--- config.mk ---
export PLATFORM = sky130hd
export DESIGN_NAME = alu_issue_stage
export DESIGN_NICKNAME = d
export VERILOG_FILES = /design/src/rtl/alu_issue_stage.sv
export SDC_FILE = /design/constraint.sdc
export NUM_CORES = 1
export LEC_CHECK = 0
export ABC_AREA = 0
export ABC_CLOCK_PERIOD_IN_PS = 4320
export CORE_MARGIN = 4
export CORE_UTILIZATION = 49
export DETAILED_ROUTE_END_ITERATION = 16
export GPL_ROUTABILITY_DRIVEN = 0
export PLACE_DENSITY = 0.87
export SYNTH_ARGS = -nofsm -noshare
export SYNTH_HDL_FRONTEND = slang
export SYNTH_SLANG_ARGS = --single-unit
--- constraint.sdc ---
create_clock -name clk -period 4.32 [get_ports clk]
set_clock_uncertainty 0.1 [all_clocks]
set_input_delay 0.432 -clock clk [delete_from_list [all_inputs] [get_ports clk]]
set_output_delay 0.432 -clock clk [all_outputs]
set_load 0.03 [all_outputs]
--- src/rtl/alu_issue_stage.sv ---
// RV32I issue stage: decodes the ALU op, selects operands and registers them behind a
// valid/ready output with a one-entry skid. Define ALU_ISSUE_FWD_EN to enable operand forwarding.
module alu_issue_stage #(
  parameter int XLEN = 32,
  parameter int OPW  = 4
) (
  input  logic            clk,
  input  logic            rst,
  input  logic            in_valid_i,
  output logic            in_ready_o,
  input  logic [31:0]     instr_i,
  input  logic [XLEN-1:0] pc_i,
  input  logic [XLEN-1:0] rs1_data_i,
  input  logic [XLEN-1:0] rs2_data_i,
  input  logic [XLEN-1:0] imm_i,
`ifdef ALU_ISSUE_FWD_EN
  input  logic            fwd_valid_i,
  input  logic [4:0]      fwd_rd_i,
  input  logic [XLEN-1:0] fwd_data_i,
`endif
  output logic            out_valid_o,
  input  logic            out_ready_i,
  output logic [XLEN-1:0] alu_a_o,
  output logic [XLEN-1:0] alu_b_o,
  output logic [OPW-1:0]  alu_op_o,
  output logic [4:0]      rd_o,
  output logic            rd_we_o,
  output logic            illegal_o
);

  typedef enum logic [OPW-1:0] {
    OP_ADD = 'd0, OP_SUB = 'd1, OP_AND = 'd2, OP_OR  = 'd3, OP_XOR  = 'd4,
    OP_SLL = 'd5, OP_SRL = 'd6, OP_SRA = 'd7, OP_SLT = 'd8, OP_SLTU = 'd9
  } alu_op_e;

  typedef struct packed {
    logic [XLEN-1:0] a;
    logic [XLEN-1:0] b;
    logic [OPW-1:0]  op;
    logic [4:0]      rd;
    logic            rd_we;
    logic            illegal;
  } issue_t;

  localparam logic [6:0] OPC_R      = 7'b0110011;
  localparam logic [6:0] OPC_I      = 7'b0010011;
  localparam logic [6:0] OPC_LUI    = 7'b0110111;
  localparam logic [6:0] OPC_AUIPC  = 7'b0010111;
  localparam logic [6:0] OPC_LOAD   = 7'b0000011;
  localparam logic [6:0] OPC_STORE  = 7'b0100011;
  localparam logic [6:0] OPC_JALR   = 7'b1100111;
  localparam logic [6:0] OPC_JAL    = 7'b1101111;
  localparam logic [6:0] OPC_BRANCH = 7'b1100011;
  localparam logic [6:0] F7_BASE    = 7'b0000000;
  localparam logic [6:0] F7_ALT     = 7'b0100000;

  function automatic alu_op_e f3_op(input logic [2:0] f3);
    unique case (f3)
      3'b000:  return OP_ADD;
      3'b001:  return OP_SLL;
      3'b010:  return OP_SLT;
      3'b011:  return OP_SLTU;
      3'b100:  return OP_XOR;
      3'b101:  return OP_SRL;
      3'b110:  return OP_OR;
      default: return OP_AND;
    endcase
  endfunction

  logic [6:0]      opcode;
  logic [2:0]      f3;
  logic [6:0]      f7;
  logic [XLEN-1:0] rs1_val;
  logic [XLEN-1:0] rs2_val;

  assign opcode = instr_i[6:0];
  assign f3     = instr_i[14:12];
  assign f7     = instr_i[31:25];

`ifdef ALU_ISSUE_FWD_EN
  // A zero fwd_rd never matches: x0 is hard-wired and must not pick up forwarded data.
  assign rs1_val = (fwd_valid_i && fwd_rd_i != 5'd0 && fwd_rd_i == instr_i[19:15]) ? fwd_data_i : rs1_data_i;
  assign rs2_val = (fwd_valid_i && fwd_rd_i != 5'd0 && fwd_rd_i == instr_i[24:20]) ? fwd_data_i : rs2_data_i;
`else
  logic unused_rs_fields;
  assign unused_rs_fields = ^instr_i[24:15];
  assign rs1_val = rs1_data_i;
  assign rs2_val = rs2_data_i;
`endif

  issue_t dec;
  logic   writes;

  always_comb begin
    // NOTE: every field gets a default first so no path through the case leaves a latch.
    dec         = '0;
    dec.a       = rs1_val;
    dec.b       = imm_i;
    dec.op      = OP_ADD;
    dec.rd      = instr_i[11:7];
    writes      = 1'b1;
    unique case (opcode)
      OPC_R: begin
        dec.b = rs2_val;
        if (f7 == F7_BASE)                      dec.op = f3_op(f3);
        else if (f7 == F7_ALT && f3 == 3'b000) dec.op = OP_SUB;
        else if (f7 == F7_ALT && f3 == 3'b101) dec.op = OP_SRA;
        else                                   dec.illegal = 1'b1;
      end
      OPC_I: begin
        if (f3 == 3'b001)      dec.illegal = (f7 != F7_BASE);
        if (f3 == 3'b101 && f7 == F7_ALT) dec.op = OP_SRA;
        else                   dec.op = f3_op(f3);
        if (f3 == 3'b101 && f7 != F7_BASE && f7 != F7_ALT) dec.illegal = 1'b1;
      end
      OPC_LUI:              dec.a = '0;
      OPC_AUIPC, OPC_JAL:   dec.a = pc_i;
      OPC_LOAD, OPC_JALR: ;
      OPC_STORE:            writes = 1'b0;
      OPC_BRANCH: begin
        writes = 1'b0;
        dec.b  = rs2_val;
        unique case (f3[2:1])
          2'b00:   dec.op = OP_SUB;
          2'b10:   dec.op = OP_SLT;
          2'b11:   dec.op = OP_SLTU;
          default: dec.illegal = 1'b1;
        endcase
      end
      default: dec.illegal = 1'b1;
    endcase
    if (dec.illegal) dec.op = OP_ADD;
    dec.rd_we = writes && !dec.illegal && (dec.rd != 5'd0);
  end

  issue_t out_q, out_d, skid_q;
  logic   out_valid_q, out_valid_d;
  logic   skid_full_q, skid_full_d;
  logic   in_fire, out_fire;

  assign in_fire  = in_valid_i && !skid_full_q;
  assign out_fire = out_valid_q && out_ready_i;

  // Output reg refills from skid first, then from the input, so order is preserved.
  always_comb begin
    out_d       = out_q;
    out_valid_d = out_valid_q;
    skid_full_d = skid_full_q;
    if (skid_full_q) begin
      if (out_fire) begin
        out_d       = skid_q;
        skid_full_d = 1'b0;
      end
    end else if (!out_valid_q || out_fire) begin
      out_valid_d = in_fire;
      if (in_fire) out_d = dec;
    end else if (in_fire) begin
      skid_full_d = 1'b1;
    end
  end

  always_ff @(posedge clk) begin
    // NOTE: sequential state uses non-blocking assignments so all flops update together.
    if (rst) begin
      out_q       <= '0;
      out_valid_q <= 1'b0;
      skid_full_q <= 1'b0;
    end else begin
      out_q       <= out_d;
      out_valid_q <= out_valid_d;
      skid_full_q <= skid_full_d;
    end
  end

  // NOTE: skid payload is not reset; skid_full_q alone says whether it holds anything.
  always_ff @(posedge clk) begin
    if (in_fire) skid_q <= dec;
  end

  assign in_ready_o  = !skid_full_q;
  assign out_valid_o = out_valid_q;
  assign alu_a_o     = out_q.a;
  assign alu_b_o     = out_q.b;
  assign alu_op_o    = out_q.op;
  assign rd_o        = out_q.rd;
  assign rd_we_o     = out_q.rd_we;
  assign illegal_o   = out_q.illegal;

endmodule

---- Word-level counts from Yosys, hierarchy flattened ----
Index checks and enable logic that the tools add are counted.
operators by class
  bitwise gates (word level) .............. 1
  equality and inequality tests ........... 20
  reduce and logical (&&, ||, !) cells .... 26
  mux-type cells .......................... 26
operators with widths
  kind                count
  $mux 75             4
  $pmux 32 s2         1
  $mux 32             1
  $eq 7x6->1 const B  4
  $pmux 4 s7          1
  $pmux 4 s3          2
  $eq 7x7->1 const B  3
  $mux 4              4
  $eq 7x5->1 const B  2
  $mux 1              11
  $eq 3x3->1 const B  3
  $logic_and 1x1->1   8
  $eq 7x2->1 const B  1
  $logic_not 7->1     1
  $ne 7x6->1 const B  1
  $reduce_bool 7->1   1
  $eq 3x2->1 const B  2
  $reduce_or 2->1     3
  $reduce_or 6->1     1
  $reduce_bool 5->1   1
  $eq 2x2->1 const B  2
  $pmux 1 s4          1
  $reduce_bool 2->1   2
  $eq 3x1->1 const B  1
  10 further kinds    12
storage, ports and cells
  logic and storage cells ................. 87
  output and inout port bits .............. 77
  register bits ........................... 152

---- Logic depth before layout (Yosys ltp) ----
  depth in word-level cells ............... 12
  mapped depth ............................ 10
  gate-level depth less buffers ........... 6

---- Worst setup path before layout ----
No wires, ideal clock.
  path kind ............................... input port to flip-flop
  from .................................... input port in_valid_i
  to ...................................... register skid_q[0] (netlist name), enable pin
  cell stages on the path ................. 2
  path slack .............................. 1.799 ns
  arrival time ............................ 1.992 ns
  library setup time ...................... 0.429 ns
  buffers on the path ..................... 0
  path through ............................ nand2b_1 -> inv_1
on the way
  word-level cells in the longest chain between the ends .. 1
RTL lines
  element                 line  text
  start: declaration      9     input logic in_valid_i,
  $logic_and 1x1->1       141   assign in_fire = in_valid_i && !skid_full_q;
  net in_fire             139   logic in_fire, out_fire;
  end signal: assignment  177   if (in_fire) skid_q <= dec;
  end: declaration        136   issue_t out_q, out_d, skid_q;
The timed path passes the listed nets, and every way through them passes these cells.
A chain may end at the register's enable or synchronous reset.

---- Worst setup path after layout ----
  from .................................... register skid_full_q
  to ...................................... output port in_ready_o
on the way
  word-level cells in the longest chain between the ends .. 1
RTL lines
  element                   line  text
  start: declaration        138   logic skid_full_q, skid_full_d;
  start signal: assignment  171   skid_full_q <= skid_full_d;
  $logic_not 1->1           180   assign in_ready_o = !skid_full_q;
  end: declaration          10    output logic in_ready_o,
No other way between the ends.

==> flow_summary.json <==
{
  "p_total_mw": 3.92,
  "place_inst": 1007,
  "rsz0062_at_grt": "no",
  "crit_chain": "inv_1, clkdlybuf4s50_1",
  "period_minus_slack_ps": 3290,
  "final_util_pct": 73.0,
  "grt_antenna_before_repair": 0,
  "grt_pass1_vias": 6321,
  "relSlewSlack_pct": 21.3,
  "p_leak_nw": 3.58,
  "areaGrowthSynthToFinish_pct": 45.0,
  "synthArstFlopShare_pct": 0,
  "post_cts_buffers": 0,
  "synth_edf_count": 75,
  "critPathKind": "register to output pin",
  "dp_slack_ps": 1070,
  "coreArea_sq_um": 13300,
  "clock-sinks": 152,
  "h-tree-depth": 4,
  "cts_resized": 0,
  "hp-class": "register to register",
  "initial_core_util_pct": 50.3,
  "synth_cell_types": 48,
  "ys_warn_count": 0,
  "synth_nets": 812,
  "final_nets": 1017,
  "io_buffers": 230,
  "syn_inst": 645,
  "ys_seq_area_share_pct": 56.5,
  "fmaxAchievable_mhz": 304,
  "route.vias.total": 5980,
  "final_cells": 1039,
  "yosys_register_bits": 152,
  "power-per-cell-area_nw_per_um2": 403,
  "synthFlopType": "dfxtp_1",
  "endpoint_kind": "output pin",
  "drc_errors": 0,
  "antenna_left": 0,
  "cts_made_buffers": 17,
  "die_y_um": 125,
  "via_per_inst": 5.76,
  "final_hold_viol_count": 0,
  "setup_viol": 0,
  "period_share_pct": 76.2,
  "worstMarginPinSlew_ps": 1180,
  "peakVddDrop_mv": 0.282,
  "finalSetupTns_ps": 0,
  "grt_util_all_layers_pct": 24.9,
  "cp-start-kind": "register",
  "clock_latency_ps": 420,
  "cts_buffer_depth": 2,
  "syn_area_sq_um": 6720,
  "drv_cap": 0,
  "first_pass_iters": 5,
  "io_pins": 241,
  "cts_hold_buf": 0,
  "antenna-diode-count": 0,
  "clk_pin_slew_ps": 50,
  "slowest_stage": "dfxtp_2",
  "outcome": "complete, no violations",
  "fp.dieW_um": 125,
  "fp-row-count": 42,
  "drt_iter0_markers": 534,
  "cts_tree": "yes",
  "root_buffer": "clkbuf_16",
  "die_area_sq_um": 15600,
  "grt_pass1_wl_um": 31800,
  "drive_gt1_share_pct": 7.42,
  "arrival_ps": 2760,
  "wl_per_cell_um": 18.8,
  "wirelength_um": 19600,
  "crit_fanout": 38,
  "slowest_delay_ps": 860,
  "drv_slew": 0,
  "r2r_slack_ps": 1540,
  "grt_max_degree": 47,
  "final.setup.worst_slack_ps": 1030,
  "synth_area_per_cell_sq_um": 10.4,
  "critPathRequiredTime_ps": 3790,
  "globalRouteOverflowTotal": 0,
  "place_hpwl_um": 13500
}
-- report_power, final --
part / switching [mW] / total, mW / internal, mW
Combinational: 0.361 / 0.675 / 0.314
Sequential: 0.0507 / 1.68 / 1.63
Clock: 0.542 / 1.57 / 1.03
-- final timing paths --
kind,startpoint,cells past startpoint,endpoint
worst max-delay path,skid_full_q$_SDFF_PP0_,2,in_ready_o
worst min-delay path,alu_b_o[13]$_SDFFE_PP0P_,2,alu_b_o[13]$_SDFFE_PP0P_
worst max register to register,skid_full_q$_SDFF_PP0_,5,alu_b_o[5]$_SDFFE_PP0P_
worst min register to register,alu_b_o[13]$_SDFFE_PP0P_,2,alu_b_o[13]$_SDFFE_PP0P_
-- layer usage --
| layer | track usage (%) | vias to the layer above | share of wire (%) |
|---|---|---|---|
| li1 | - | 2780 | - |
| met1 | 28.3 | 2872 | 38 |
| met2 | 45.3 | 287 | 54 |
| met3 | 6.01 | 41 | 6.4 |
| met4 | 9.18 | 0 | 2.2 |
| met5 | 0 | - | 0 |
-- area by class of cell --
cell class,instances,area [sq um]
repair buffers,238,2370
clock inverters,7,139
multi-input cells,433,2690
flip-flops and latches,152,3790
fillers,926,3610
inverters,8,30.0
clock buffers,25,495
well taps,176,220
-- flip-flops by register name, summed over array words and instances, names as in the netlist --
name and count:
skid_q 75, rd_o 5, illegal_o 1, out_valid_o 1
alu_b_o 32, alu_op_o 4, alu_a_o 32, skid_full_q 1
rd_we_o 1
-- critical path, delay by kind of cell (launching register included) --
kind                   cells  cell delay [ps]
buffers and inverters      2             1480
DFF                        1              860
-- cell usage in the layout (no fill, tap or decap), types with 2 or more instances in the layout --
| cell type | synthesis | routed |
|---|---|---|
| a211oi_1 | 6 | 6 |
| a21o_1 | 2 | 2 |
| a21oi_1 | 41 | 41 |
| a22o_1 | 33 | 32 |
| a31oi_1 | 36 | 36 |
| and2_1 | 3 | 3 |
| and3_1 | 2 | 2 |
| and3b_1 | 3 | 3 |
| buf_4 | 2 | 7 |
| bufinv_16 | 0 | 4 |
| clkbuf_1 | 33 | 4 |
| clkbuf_16 | 0 | 17 |
| clkbuf_8 | 0 | 4 |
| clkdlybuf4s50_1 | 0 | 229 |
| clkinv_2 | 0 | 2 |
| dfxtp_1 | 77 | 76 |
| edfxtp_1 | 75 | 75 |
| ha_1 | 3 | 3 |
| inv_1 | 8 | 7 |
| mux2_1 | 19 | 19 |
| mux2_2 | 13 | 13 |
| mux2i_1 | 5 | 5 |
| nand2_1 | 109 | 109 |
| nand2b_1 | 2 | 2 |
| nand3_1 | 38 | 37 |
| nand3b_1 | 2 | 2 |
| nand4b_1 | 2 | 2 |
| nor2_1 | 18 | 16 |
| nor2_2 | 0 | 2 |
| nor2b_1 | 2 | 2 |
| nor3_1 | 2 | 2 |
| o21ai_0 | 39 | 39 |
| o21bai_1 | 33 | 33 |
| or4_1 | 2 | 2 |
-- logic make-up (layout without fill, tap and decap cells) --
logic type | after synthesis | in the layout | synth area share (%)
compound gates | 199 | 199 | 19.7
simple gates | 193 | 193 | 13.3
flops | 152 | 152 | 56.5
buf+inv | 60 | 278 | 3.69
mux | 37 | 37 | 6.11
fa+ha+maj | 3 | 3 | 0.559
xor+xnor | 1 | 1 | 0.130
-- cells in the mapped netlist, drive strengths merged (2+ instances only) --
library cell,number,area (sq um)
dfxtp,77,1540
a22o,33,289
nand2,109,409
a21oi,41,205
and3,2,12.5
clkbuf,33,124
nand3,39,208
and2,3,18.8
mux2i,5,50.1
edfxtp,75,2250
nand2b,2,12.5
buf,19,93.8
o21ai,39,195
nor2b,2,12.5
nor2,18,67.6
and3b,3,26.3
mux2,32,360
or4,2,15.0
nand3b,2,15.0
ha,3,37.5
o21bai,33,248
a21o,2,15.0
a31oi,36,225
inv,8,30.0
nand4b,2,17.5
a211oi,6,45.0
nor3,2,10.0
-- through the flow --
stage               hold slack [ps]  cell area (sq um)
finish                          350               9740
global placement                340               9110
CTS                             350               9740
detailed placement              342               9110
floorplan                       429               6720
global route                    374               9740
(Power assumes the default switching activity.)
